==> src/rtl/ctrl_phase_decoder.sv <==
// Decodes the controller's step counter into one-cycle weight/feed/drain strobes,
// checks the counter sequence for legality and reports job completion via valid/ready.
module ctrl_phase_decoder #(
  parameter int N  = 128,
  parameter int CW = 9,
  parameter int IW = $clog2(N)
) (
  input  logic          clk,
  input  logic          rstn,
  input  logic [CW-1:0] state_count,
  input  logic          end_signal,
  input  logic          done_ready,
  output logic          weight_load_en,
  output logic [IW-1:0] weight_row,
  output logic          feed_en,
  output logic [IW-1:0] feed_idx,
  output logic          drain_en,
  output logic [IW-1:0] drain_col,
  output logic          done_valid,
  output logic          seq_err,
  output logic [2:0]    phase
);

  typedef enum logic [2:0] {
    IDLE  = 3'd0,
    LOAD  = 3'd1,
    FEED  = 3'd2,
    DRAIN = 3'd3,
    DONE  = 3'd4,
    HALT  = 3'd5
  } state_t;

  localparam logic [CW-1:0] S_ZERO = '0;
  localparam logic [CW-1:0] S_ONE  = CW'(1);
  localparam logic [CW-1:0] S_N    = CW'(N);
  localparam logic [CW-1:0] S_2N   = CW'(2 * N);
  localparam logic [CW-1:0] S_LAST = CW'(3 * N - 1);

  state_t        state_reg, state_next;
  logic [CW-1:0] prev_count_reg;
  logic          end_d_reg;
  logic          weight_load_en_reg, feed_en_reg, drain_en_reg;
  logic [IW-1:0] weight_row_reg, feed_idx_reg, drain_col_reg;
  logic          done_valid_reg, seq_err_reg;

  logic w_next, f_next, d_next, err_set, done_set;
  logic adv, step_adv, terminal, end_rise;

  // s = prev_count_reg is the step that just completed
  assign adv      = (state_count != prev_count_reg);
  assign step_adv = adv && (state_count == CW'(prev_count_reg + S_ONE)) && !end_signal;
  assign terminal = adv && (prev_count_reg == S_LAST) && (state_count == S_ONE)
                    && end_signal && !end_d_reg;
  assign end_rise = end_signal && !end_d_reg;

  always_comb begin
    state_next = state_reg;
    w_next     = 1'b0;
    f_next     = 1'b0;
    d_next     = 1'b0;
    err_set    = 1'b0;
    done_set   = 1'b0;
    if (state_reg != HALT) begin
      if (end_rise && !terminal) err_set = 1'b1;
      if (adv) begin
        unique case (state_reg)
          IDLE: begin
            if (step_adv && prev_count_reg == S_ZERO) begin
              state_next = LOAD;
              w_next     = 1'b1;
            end else err_set = 1'b1;
          end
          LOAD: begin
            if (step_adv && prev_count_reg > S_ZERO && prev_count_reg < S_N) begin
              w_next = 1'b1;
            end else if (step_adv && prev_count_reg == S_N) begin
              state_next = FEED;
              f_next     = 1'b1;
            end else err_set = 1'b1;
          end
          FEED: begin
            if (step_adv && prev_count_reg > S_N && prev_count_reg < S_2N) begin
              f_next = 1'b1;
            end else if (step_adv && prev_count_reg == S_2N) begin
              state_next = DRAIN;
              d_next     = 1'b1;
            end else err_set = 1'b1;
          end
          DRAIN: begin
            // the last drain step is only accepted as the terminal advance
            if (step_adv && prev_count_reg > S_2N && prev_count_reg < S_LAST) begin
              d_next = 1'b1;
            end else if (terminal) begin
              state_next = DONE;
              d_next     = 1'b1;
              done_set   = 1'b1;
            end else err_set = 1'b1;
          end
          default: err_set = 1'b1;
        endcase
      end
      if (state_reg == DONE && done_valid_reg && done_ready) state_next = HALT;
    end
  end

  always_ff @(posedge clk or negedge rstn) begin
    if (!rstn) begin
      state_reg          <= IDLE;
      prev_count_reg     <= '0;
      end_d_reg          <= 1'b0;
      weight_load_en_reg <= 1'b0;
      feed_en_reg        <= 1'b0;
      drain_en_reg       <= 1'b0;
      weight_row_reg     <= '0;
      feed_idx_reg       <= '0;
      drain_col_reg      <= '0;
      done_valid_reg     <= 1'b0;
      seq_err_reg        <= 1'b0;
    end else begin
      state_reg          <= state_next;
      prev_count_reg     <= state_count;
      end_d_reg          <= end_signal;
      weight_load_en_reg <= w_next;
      feed_en_reg        <= f_next;
      drain_en_reg       <= d_next;
      if (w_next) weight_row_reg <= prev_count_reg[IW-1:0];
      if (f_next) feed_idx_reg   <= IW'(prev_count_reg - S_N);
      if (d_next) drain_col_reg  <= IW'(prev_count_reg - S_2N);
      if (err_set) seq_err_reg <= 1'b1;
      if (done_set) done_valid_reg <= 1'b1;
      else if (done_valid_reg && done_ready) done_valid_reg <= 1'b0;
    end
  end

  assign weight_load_en = weight_load_en_reg;
  assign weight_row     = weight_row_reg;
  assign feed_en        = feed_en_reg;
  assign feed_idx       = feed_idx_reg;
  assign drain_en       = drain_en_reg;
  assign drain_col      = drain_col_reg;
  assign done_valid     = done_valid_reg;
  assign seq_err        = seq_err_reg;
  assign phase          = state_reg;

endmodule

==> config.mk <==
export PLATFORM = sky130hd
export DESIGN_NAME = ctrl_phase_decoder
export DESIGN_NICKNAME = d
export VERILOG_FILES = /design/src/rtl/ctrl_phase_decoder.sv
export SDC_FILE = /design/constraint.sdc
export NUM_CORES = 1
export LEC_CHECK = 0
export CORE_MARGIN = 4
export CORE_UTILIZATION = 38
export CTS_BUF_LIST = sky130_fd_sc_hd__clkbuf_4 sky130_fd_sc_hd__clkbuf_8
export CTS_CLUSTER_SIZE = 30
export DETAILED_ROUTE_END_ITERATION = 10
export PLACE_DENSITY = 0.61
export SLEW_MARGIN = 40
export SYNTH_ARGS = -nofsm -noshare
export SYNTH_HDL_FRONTEND = slang
export SYNTH_SLANG_ARGS = --single-unit
export TNS_END_PERCENT = 50
==> constraint.sdc <==
create_clock -name clk -period 5.35 [get_ports clk]
set_input_delay 1.07 -clock clk [delete_from_list [all_inputs] [get_ports clk]]
set_output_delay 1.07 -clock clk [all_outputs]
set_load 0.02 [all_outputs]
Yosys cells after proc, flatten, opt, wreduce, memory -nomap -nowiden
Cells that the tools add are included.
W data, S select, Z words.

word-level totals
  bits in registers = 39
  bits of input ports = 13
  output and inout port bits = 29
  word-level logic and storage cells = 112

operators by class
  $add $sub $neg = 3
  order comparisons = 6
  eq/ne operators = 18
  muxes and demuxes = 45
  reduce and logical (&&, ||, !) cells = 29

operators by type and width
  kind                   count
  $mux W1                31
  $mux W3                9
  $ne A3 B3 Y1 const B   8
  $logic_and A1 B1 Y1    20
  $eq A9 B9 Y1 const B   2
  $lt A9 B9 Y1 const B   2
  $sub A7 B1 Y7 const B  2
  $pmux W3 S4            1
  $reduce_and A10 Y1     1
  $add A9 B1 Y9 const B  1
  $eq A9 B1 Y1 const B   1
  $eq A9 B8 Y1 const B   1
  $eq A9 B9 Y1           1
  $gt A9 B1 Y1 const B   1
  $gt A9 B8 Y1 const B   1
  $gt A9 B9 Y1 const B   1
  $logic_not A9 Y1       1
  $lt A9 B8 Y1 const B   1
  $ne A9 B9 Y1           1
  $eq A3 B2 Y1 const B   2
  $pmux W1 S2            3
  $reduce_bool A5 Y1     1
  $pmux W1 S4            1
  $reduce_bool A2 Y1     2
  other kinds (4)        6

Logic depth before layout (Yosys ltp)
Gate-level depths: netlist of the first run.

  depth in word-level cells = 13
  mapped depth = 10
  gate-level depth less buffers = 9

Worst setup path after synthesis of the first run
Ideal clock, no wire load.

  kind = input-to-reg
  start = input state_count[8]
  end = register weight_row_reg[0] (netlist: weight_row[0])
  setup time = 0.125 ns
  data arrival time = 2.623 ns
  data required time = 5.225 ns
  setup slack = 2.602 ns
  stages = 7
  buffers on the path = 0
  cells stage by stage = xor2_1 > nor3b_1 > a221o_1 > o21a_1 > and2_1 > nand2_1 > mux2_2

between the ends
  word-level cells in the longest chain between the ends = 9
  elaborated cells between the ends (all ways) = 12
  classes of those cells = 2 x eq/ne; 5 x mux; 5 x reduce/logical

ends and longest elaborated chain
  element                                       line    text
  from (decl)                                   10      input logic [CW-1:0] state_count,
  $ne A9 B9 Y1 or $eq A9 B9 Y1 (tied branches)  50, 51
  $logic_and A1 B1 Y1 (2 in series)             51      assign step_adv = adv && (state_count == CW'(prev_count_reg + S_ONE)) && !end_signal;
  $logic_and A1 B1 Y1 (2 in series)             74      if (step_adv && prev_count_reg > S_ZERO && prev_count_reg < S_N) begin
  $mux W1                                       74
  $pmux W1 S2                                   66      unique case (state_reg)
  $mux W1 *                                     65      if (adv) begin
  $mux W1 *                                     63      if (state_reg != HALT) begin
  to (signal assigned)                          126     if (w_next) weight_row_reg <= prev_count_reg[IW-1:0];
  to (decl)                                     43      logic [IW-1:0] weight_row_reg, feed_idx_reg, drain_col_reg;

Mark *: on every way between the ends. The rest lies on a longest branch, timed or not.
A chain may end at the register's enable or synchronous reset.

Final worst setup path of the first run
Ends and elaborated chain as after synthesis.

==> summary.txt, run 1 <==
Setup path
  – CP Capture Type: register
  – Crit path launch: state_count[8]
  – Startpoint type of the worst setup path: primary input
  – Maximum fanout along the worst path: 7
  – WP data arrival: 3400 ps
  – Critical R2R Launch: prev_count_reg[0]
  – Critical path class: primary input to register
  – CP Data Required Time: 5530 ps

Place
  – GPL Wtd Cong: 0.851
  – Dpl hpwl: 3480 um
  – IO Port Bufs: 41

Timing
  – Slew headroom: 0.639
  – Max Transition Viols Final: 0
  – FMAX: 310 MHz
  – Minimum clock period: 3220 ps
  – Final Hold Vio Count: 0
  – RSZ-0062 raised after global routing: no
  – Worst Tran Pin Value: 542 ps
  – Setup Viol. Count Final: 0
  – Final period util: 0.602
  – Post-route setup TNS: 0 ps
  – Skew final: 10.2 ps

Synth
  – Synthesized area: 0.00214 mm^2
  – FFs w/ async S/R, synth: 1.00
  – Cells after Synth: 197
  – Mean area per synthesized cell: 10.9 um^2
  – Count of different cell masters after synthesis: 51
  – Sequential-to-total area share from yosys stat: 0.456
  – Synth Net Count: 212
  – Post-Synth Simple-Gate Area: 0.198
  – Xor/xnor share of the synthesized area: 0.0696
  – Adder-cell share of the synthesized area: 0.0117
  – Synth Area in Compound Gates: 0.107
  – Area contributors post-synth: dfrtp_1 (46%), mux2_2 (6.8%), xnor2_1 (5.3%), mux2_4 (4.9%), nor2_1 (2.1%)
  – Yosys warning count: 0
  – Post-synth EDFFs: 0
  – Largest family of logic cells by synthesized area: simple AND/OR/NAND/NOR gates
  – Top cell type's share of synthesized area: 0.456
  – Ys flop type: dfrtp_1
  – Mux share of post-synthesis cell area: 0.122
  – Synth area leader: dfrtp_1
  – Post-synthesis sequential element count: 39

Clocking
  – CTS max path bufs: 2
  – Htree depth: 2
  – Skew-Pair Late Insertion Delay: 300 ps
  – Post-cts resize count: 0
  – # Post-CTS Setup Buffers: 0
  – Cts-stage hold buffer count: 0
  – Root Buffer: clkbuf_8
  – CTS Sinks: 39
  – TritonCTS clock tree: done
  – Clk slew on worst S/H paths: 80 ps
  – Cts bufs inserted: 5

Pwr
  – P_leak: 1.16 nW
  – Max VDD drop: 0.147 mV
  – Pwr dens: 227 mW/mm^2

Route
  – Post-DRT Antenna Nets: 0
  – DRT iter0 DRCs: 101
  – WL final: 4760 um
  – DRC Markers: 0
  – Via count: 1,589
  – Pre-antenna DRT Iters: 4
  – WL/cell: 15.5 um
  – Vias/cell: 5.18

GRT
  – GR Overflow Total: 0
  – Largest net degree at the start of global routing: 40
  – GRT met1 Usage: 0.197
  – Initial antenna violation count: 0
  – Vias in the first global route: 1,605
  – First-pass GRT wire length: 8140 um
  – Grt met2 use: 0.233
  – Gr usage total: 0.146
  – Met3 usage: 0.0387
  – Busiest grt layer: met2

Die
  – Die Span Y: 83.0 um
  – Starting Density: 0.391
  – Die X: 83.0 um
  – Core area: 0.00547 mm^2
  – Num rows: 27
  – Total die area: 0.00689 mm^2
  – I/O pin total: 42

Final layout
  – # diodes: 0
  – Commonest non-fill, non-tap cell in the layout: clkdlybuf4s50_1
  – Largest register FFs: 9
  – Most frequent cells in the layout: clkdlybuf4s50_1 (40), dfrtp_1 (39), xnor2_1 (13), mux2_2 (13), nor2_1 (12)
  – Area grow syn2layout: 26.3%
  – Fill cells: 526
  – Nets: 249
  – Share of cells above drive strength 1: 0.157
  – Fin util: 0.494

Min path
  – Worst hold-check path type: register to register
  – HP Start: drain_col[6]

Outcome
  – Outcome: complete, no violations

Job
  – Max-cap check violation count: 0
[final timing paths]
check | endpoint | slack [ps] | cells past startpoint
worst max-delay path | weight_row[0] | 2130 | 8
min in group asynchronous | phase[2] | 720 | 1
worst min register to register | drain_col[6] | 510 | 1
worst max register to register | drain_col[1] | 2600 | 9
max in group asynchronous | weight_row[2] | 4280 | 1
worst min-delay path | drain_col[6] | 510 | 1
[worst max-delay path, stage by stage]
cell and delay (ps):
clkdlybuf4s50_1 550, xor2_1 260, nor3b_1 80, a221o_1 380, o21a_1 210, and2_1 200
nand2_1 270, mux2_2 380
[metal layers]
metal / up-vias / wire (um) / part of all wire
met5: - / 0 / 0
li1: 777 / - / -
met3: 5 / 195 / 0.041
met2: 33 / 2300 / 0.48
met4: 0 / 61 / 0.013
met1: 774 / 2200 / 0.46
[final cells by class]
| type | count | area, um^2 | share of cell area |
|---|---|---|---|
| repair buffers | 41 | 408 | 0.151 |
| well taps | 72 | 90.1 | 0.0333 |
| flip-flops and latches | 39 | 976 | 0.361 |
| multi-input cells | 141 | 1090 | 0.403 |
| clock inverters | 3 | 47.5 | 0.0176 |
| clock buffers | 5 | 68.8 | 0.0255 |
| inverters | 6 | 22.5 | 0.00834 |
[power breakdown]
part	internal (mW)	leakage [nW]	switching (mW)
combinational	0.0237	0.589	0.0265
clock	0.141	0.0587	0.111
sequential	0.298	0.517	0.0111
[metrics by stage]
step	cells	setup slack, ps	power, mW	area (um^2)	hold WS, ps
after floorplan	197	2600	0.342	2140	594
after global placement	299	1820	0.366	2580	498
after detailed placement	299	1820	0.366	2580	497
after CTS	307	2130	0.623	2700	519
after global routing	307	1970	0.639	2700	525
final	307	2130	0.612	2700	508
[cell usage after synthesis, types with 4 or more instances]
library cell,instances
mux2_2,13
mux2_4,7
nand2b_1,4
xor2_1,4
xnor2_1,13
nor3_1,4
clkbuf_1,7
nor2_1,12
o21ai_0,4
nand2_1,8
nor2b_1,4
a21oi_1,5
dfrtp_1,39
and2_1,4
inv_1,6
nand3_1,7
nand4_1,4
[cells by family (layout without fill, tap and decap cells)]
logic type	count (synthesis)	in the layout
adder cells (fa/ha/maj)	2	2
AND/OR/NAND/NOR	69	69
XOR/XNOR	17	17
flip-flops	39	39
buffers and inverters	17	55
AO/OA/AOI/OAI	32	32
multiplexers	21	21
Power figures use the tool's default switching activity.
==> inputs of run 2 (changes only) <==
--- a/config.mk
+++ b/config.mk
@@ -10,7 +10,7 @@
 export CTS_BUF_LIST = sky130_fd_sc_hd__clkbuf_4 sky130_fd_sc_hd__clkbuf_8
 export CTS_CLUSTER_SIZE = 30
 export DETAILED_ROUTE_END_ITERATION = 10
-export PLACE_DENSITY = 0.61
+export PLACE_DENSITY = 0.63
 export SLEW_MARGIN = 40
 export SYNTH_ARGS = -nofsm -noshare
 export SYNTH_HDL_FRONTEND = slang
==> constraint.sdc (replaced) <==
create_clock -name clk -period 2.8 [get_ports clk]
set_input_delay 0.56 -clock clk [delete_from_list [all_inputs] [get_ports clk]]
set_output_delay 0.56 -clock clk [all_outputs]
set_load 0.02 [all_outputs]
==> run 2 against run 1 <==
Net effect:
- sequential share of layout area fell by 1.4 points
- non-clock buffer count rose by 16
- worst setup slack got worse by 2000 ps
- clock skew fell by 1.7 ps
- combinational power rose by 130%
- global-route usage barely moved
- register-to-register slack got worse by 2300 ps
- count of clock-buffer cells in the layout did not move
- via count rose by 7.0%
- design area rose by 4.1%
- critical path type unchanged
- critical endpoint is now drain_col[1]
- largest power group unchanged
==> summary.txt, run 2 (synthesized netlist as in run 1, its figures left out) <==
Die
  – Starting Density: 0.391 (unchanged)
  – Die X: 83.0 um (unchanged)
  – Num rows: 27 (unchanged)
  – I/O pin total: 42 (unchanged)
  – Die Span Y: 83.0 um (unchanged)
  – Total die area: 0.00689 mm^2 (unchanged)
  – Core area: 0.00547 mm^2 (unchanged)

Clocking
  – Clk slew on worst S/H paths: 80 ps (about the same)
  – # Post-CTS Setup Buffers: 0 (unchanged)
  – Post-cts resize count: 0 (unchanged)
  – CTS max path bufs: 2 (unchanged)
  – Skew-Pair Late Insertion Delay: 290 ps (about the same)
  – CTS Sinks: 39 (unchanged)
  – TritonCTS clock tree: done
  – Cts-stage hold buffer count: 0 (unchanged)
  – Htree depth: 2 (unchanged)
  – Cts bufs inserted: 5 (unchanged)
  – Root Buffer: clkbuf_8

GRT
  – GR Overflow Total: 0 (unchanged)
  – Largest net degree at the start of global routing: 40 (unchanged)
  – Initial antenna violation count: 0 (unchanged)
  – Vias in the first global route: 1,610 (+0.31%)
  – Gr usage total: 0.147 (+0.000204)
  – First-pass GRT wire length: 8220 um (+1.0%)

Pwr
  – NetSw: 0.276 mW (+86%)
  – Pwr dens: 414 mW/mm^2 (+83%)
  – Clock share of power: 0.397 (-0.016)
  – Switching Fraction: 0.238 (-0.00552)
  – Gate power share: 0.100 (+0.018)
  – Max VDD drop: 0.213 mV (+45%)
  – Reg power frac: 0.503 (-0.002)
  – Design Power: 1.16 mW (+90%)
  – Pint: 0.887 mW (+91%)
  – P_leak: 1.23 nW (+5.9%)

Final layout
  – Fin util: 0.514 (+0.0201)
  – Area grow syn2layout: 31.4%
  – Most frequent cells in the layout: clkdlybuf4s50_1 (40), dfrtp_1 (39), buf_4 (17)
  – Commonest non-fill, non-tap cell in the layout: clkdlybuf4s50_1
  – # diodes: 0 (unchanged)
  – Fill cells: 529 (+0.57%)
  – Largest register FFs: 9 (unchanged)
  – Nets: 265 (+6.4%)
  – Share of cells above drive strength 1: 0.208 (+0.0506)

Setup path
  – Startpoint type of the worst setup path: primary input
  – CP Capture Type: register
  – CP Data Required Time: 2980 ps (-2550 ps)
  – Critical R2R Launch: prev_count_reg[3]
  – Critical path class: primary input to register
  – WP data arrival: 2840 ps (-560 ps)
  – Crit path launch: state_count[8]
  – Maximum fanout along the worst path: 8 (+1)

Outcome
  – Outcome: complete, no violations

Timing
  – RSZ-0062 raised after global routing: no
  – Minimum clock period: 2660 ps
  – Slew headroom: 0.656 (+0.0176)
  – Max Transition Viols Final: 0 (unchanged)
  – Worst Tran Pin Value: 515 ps (-26.5 ps)
  – Final Hold Vio Count: 0 (unchanged)
  – Setup Viol. Count Final: 0 (unchanged)
  – Worst setup margin: 137 ps (-1990 ps)
  – Final period util: 0.951
  – FMAX: 376 MHz
  – Skew final: 8.48 ps (-1.69 ps)
  – Hold slack: 225 ps (-283 ps)

Route
  – WL/cell: 15.0 um (-2.9%)
  – WL final: 4840 um (+1.8%)
  – Post-DRT Antenna Nets: 0 (unchanged)
  – DRC Markers: 0 (unchanged)
  – Pre-antenna DRT Iters: 4 (unchanged)
  – Vias/cell: 5.28 (+2.1%)
  – DRT iter0 DRCs: 138 (+37%)
  – Via count: 1,701 (+7.0%)

Place
  – Setup WS pre-CTS: -165 ps (-1980 ps)
  – GPL Wtd Cong: 0.878 (+3.1%)
  – IO Port Bufs: 41 (unchanged)
  – Dpl hpwl: 3600 um (+3.4%)

Min path
  – Worst hold-check path type: primary input to async pin

Job
  – Max-cap check violation count: 0 (unchanged)
-- run 2: changes by cell type in the layout (fill, tap and decap cells not counted) --
cell	previous run	this run
inv_6	1	0
clkinvlp_4	0	1
clkinv_4	1	0
buf_4	1	17
-- run 2: power groups by stage --
stage | Combinational (mW) | Sequential, mW | Clock (mW)
2_1_floorplan | 0.0672 | 0.585 | 0
3_3_place_gp | 0.116 | 0.596 | 0
3_5_place_dp | 0.116 | 0.596 | 0
4_1_cts | 0.117 | 0.585 | 0.473
5_1_grt | 0.129 | 0.587 | 0.496
6_report | 0.116 | 0.585 | 0.462
-- run 2: layout make-up --
type / instances / area (um^2) / share of cell area
clock buffer: 5 / 68.8 / 0.0245
tap: 72 / 90.1 / 0.0320
sequential: 39 / 976 / 0.347
multi-input combinational: 141 / 1090 / 0.387
inverter: 6 / 22.5 / 0.00801
timing repair buffer: 57 / 528 / 0.188
clock inverter: 2 / 37.5 / 0.0134
-- run 2: worst paths after layout --
check,endpoint,depth (start not counted),slack (ps)
max,drain_col[1],8,140
min,phase[1],1,220
max reg2reg,drain_col[1],7,320
min reg2reg,weight_row[6],1,510
max in group asynchronous,prev_count_reg[3],1,2230
min in group clk,weight_row[6],1,510
-- run 2: through the flow --
step | instance area (um^2) | TNS (ps) | std cells
after floorplan | 2140 | 0 | 197
after global placement | 2700 | -769 | 315
after detailed placement | 2710 | -1530 | 315
after CTS | 2810 | 0 | 322
after global routing | 2810 | 0 | 322
final | 2810 | 0 | 322
-- run 2: critical path: stages --
cell and delay (ps):
clkdlybuf4s50_1 500, xor2_1 270, nor3b_1 90, a221o_1 370, nor2_1 200, a211oi_2 60, o21ai_2 400, mux2_2 390
-- run 2: routing by layer --
metal | track usage | part of all wire | vias to the layer above
li1 | - | - | 814
met1 | 0.209 | 0.47 | 831
met2 | 0.216 | 0.47 | 47
met3 | 0.0357 | 0.043 | 9
met4 | 0.0505 | 0.015 | 0
met5 | 0 | 0 | -
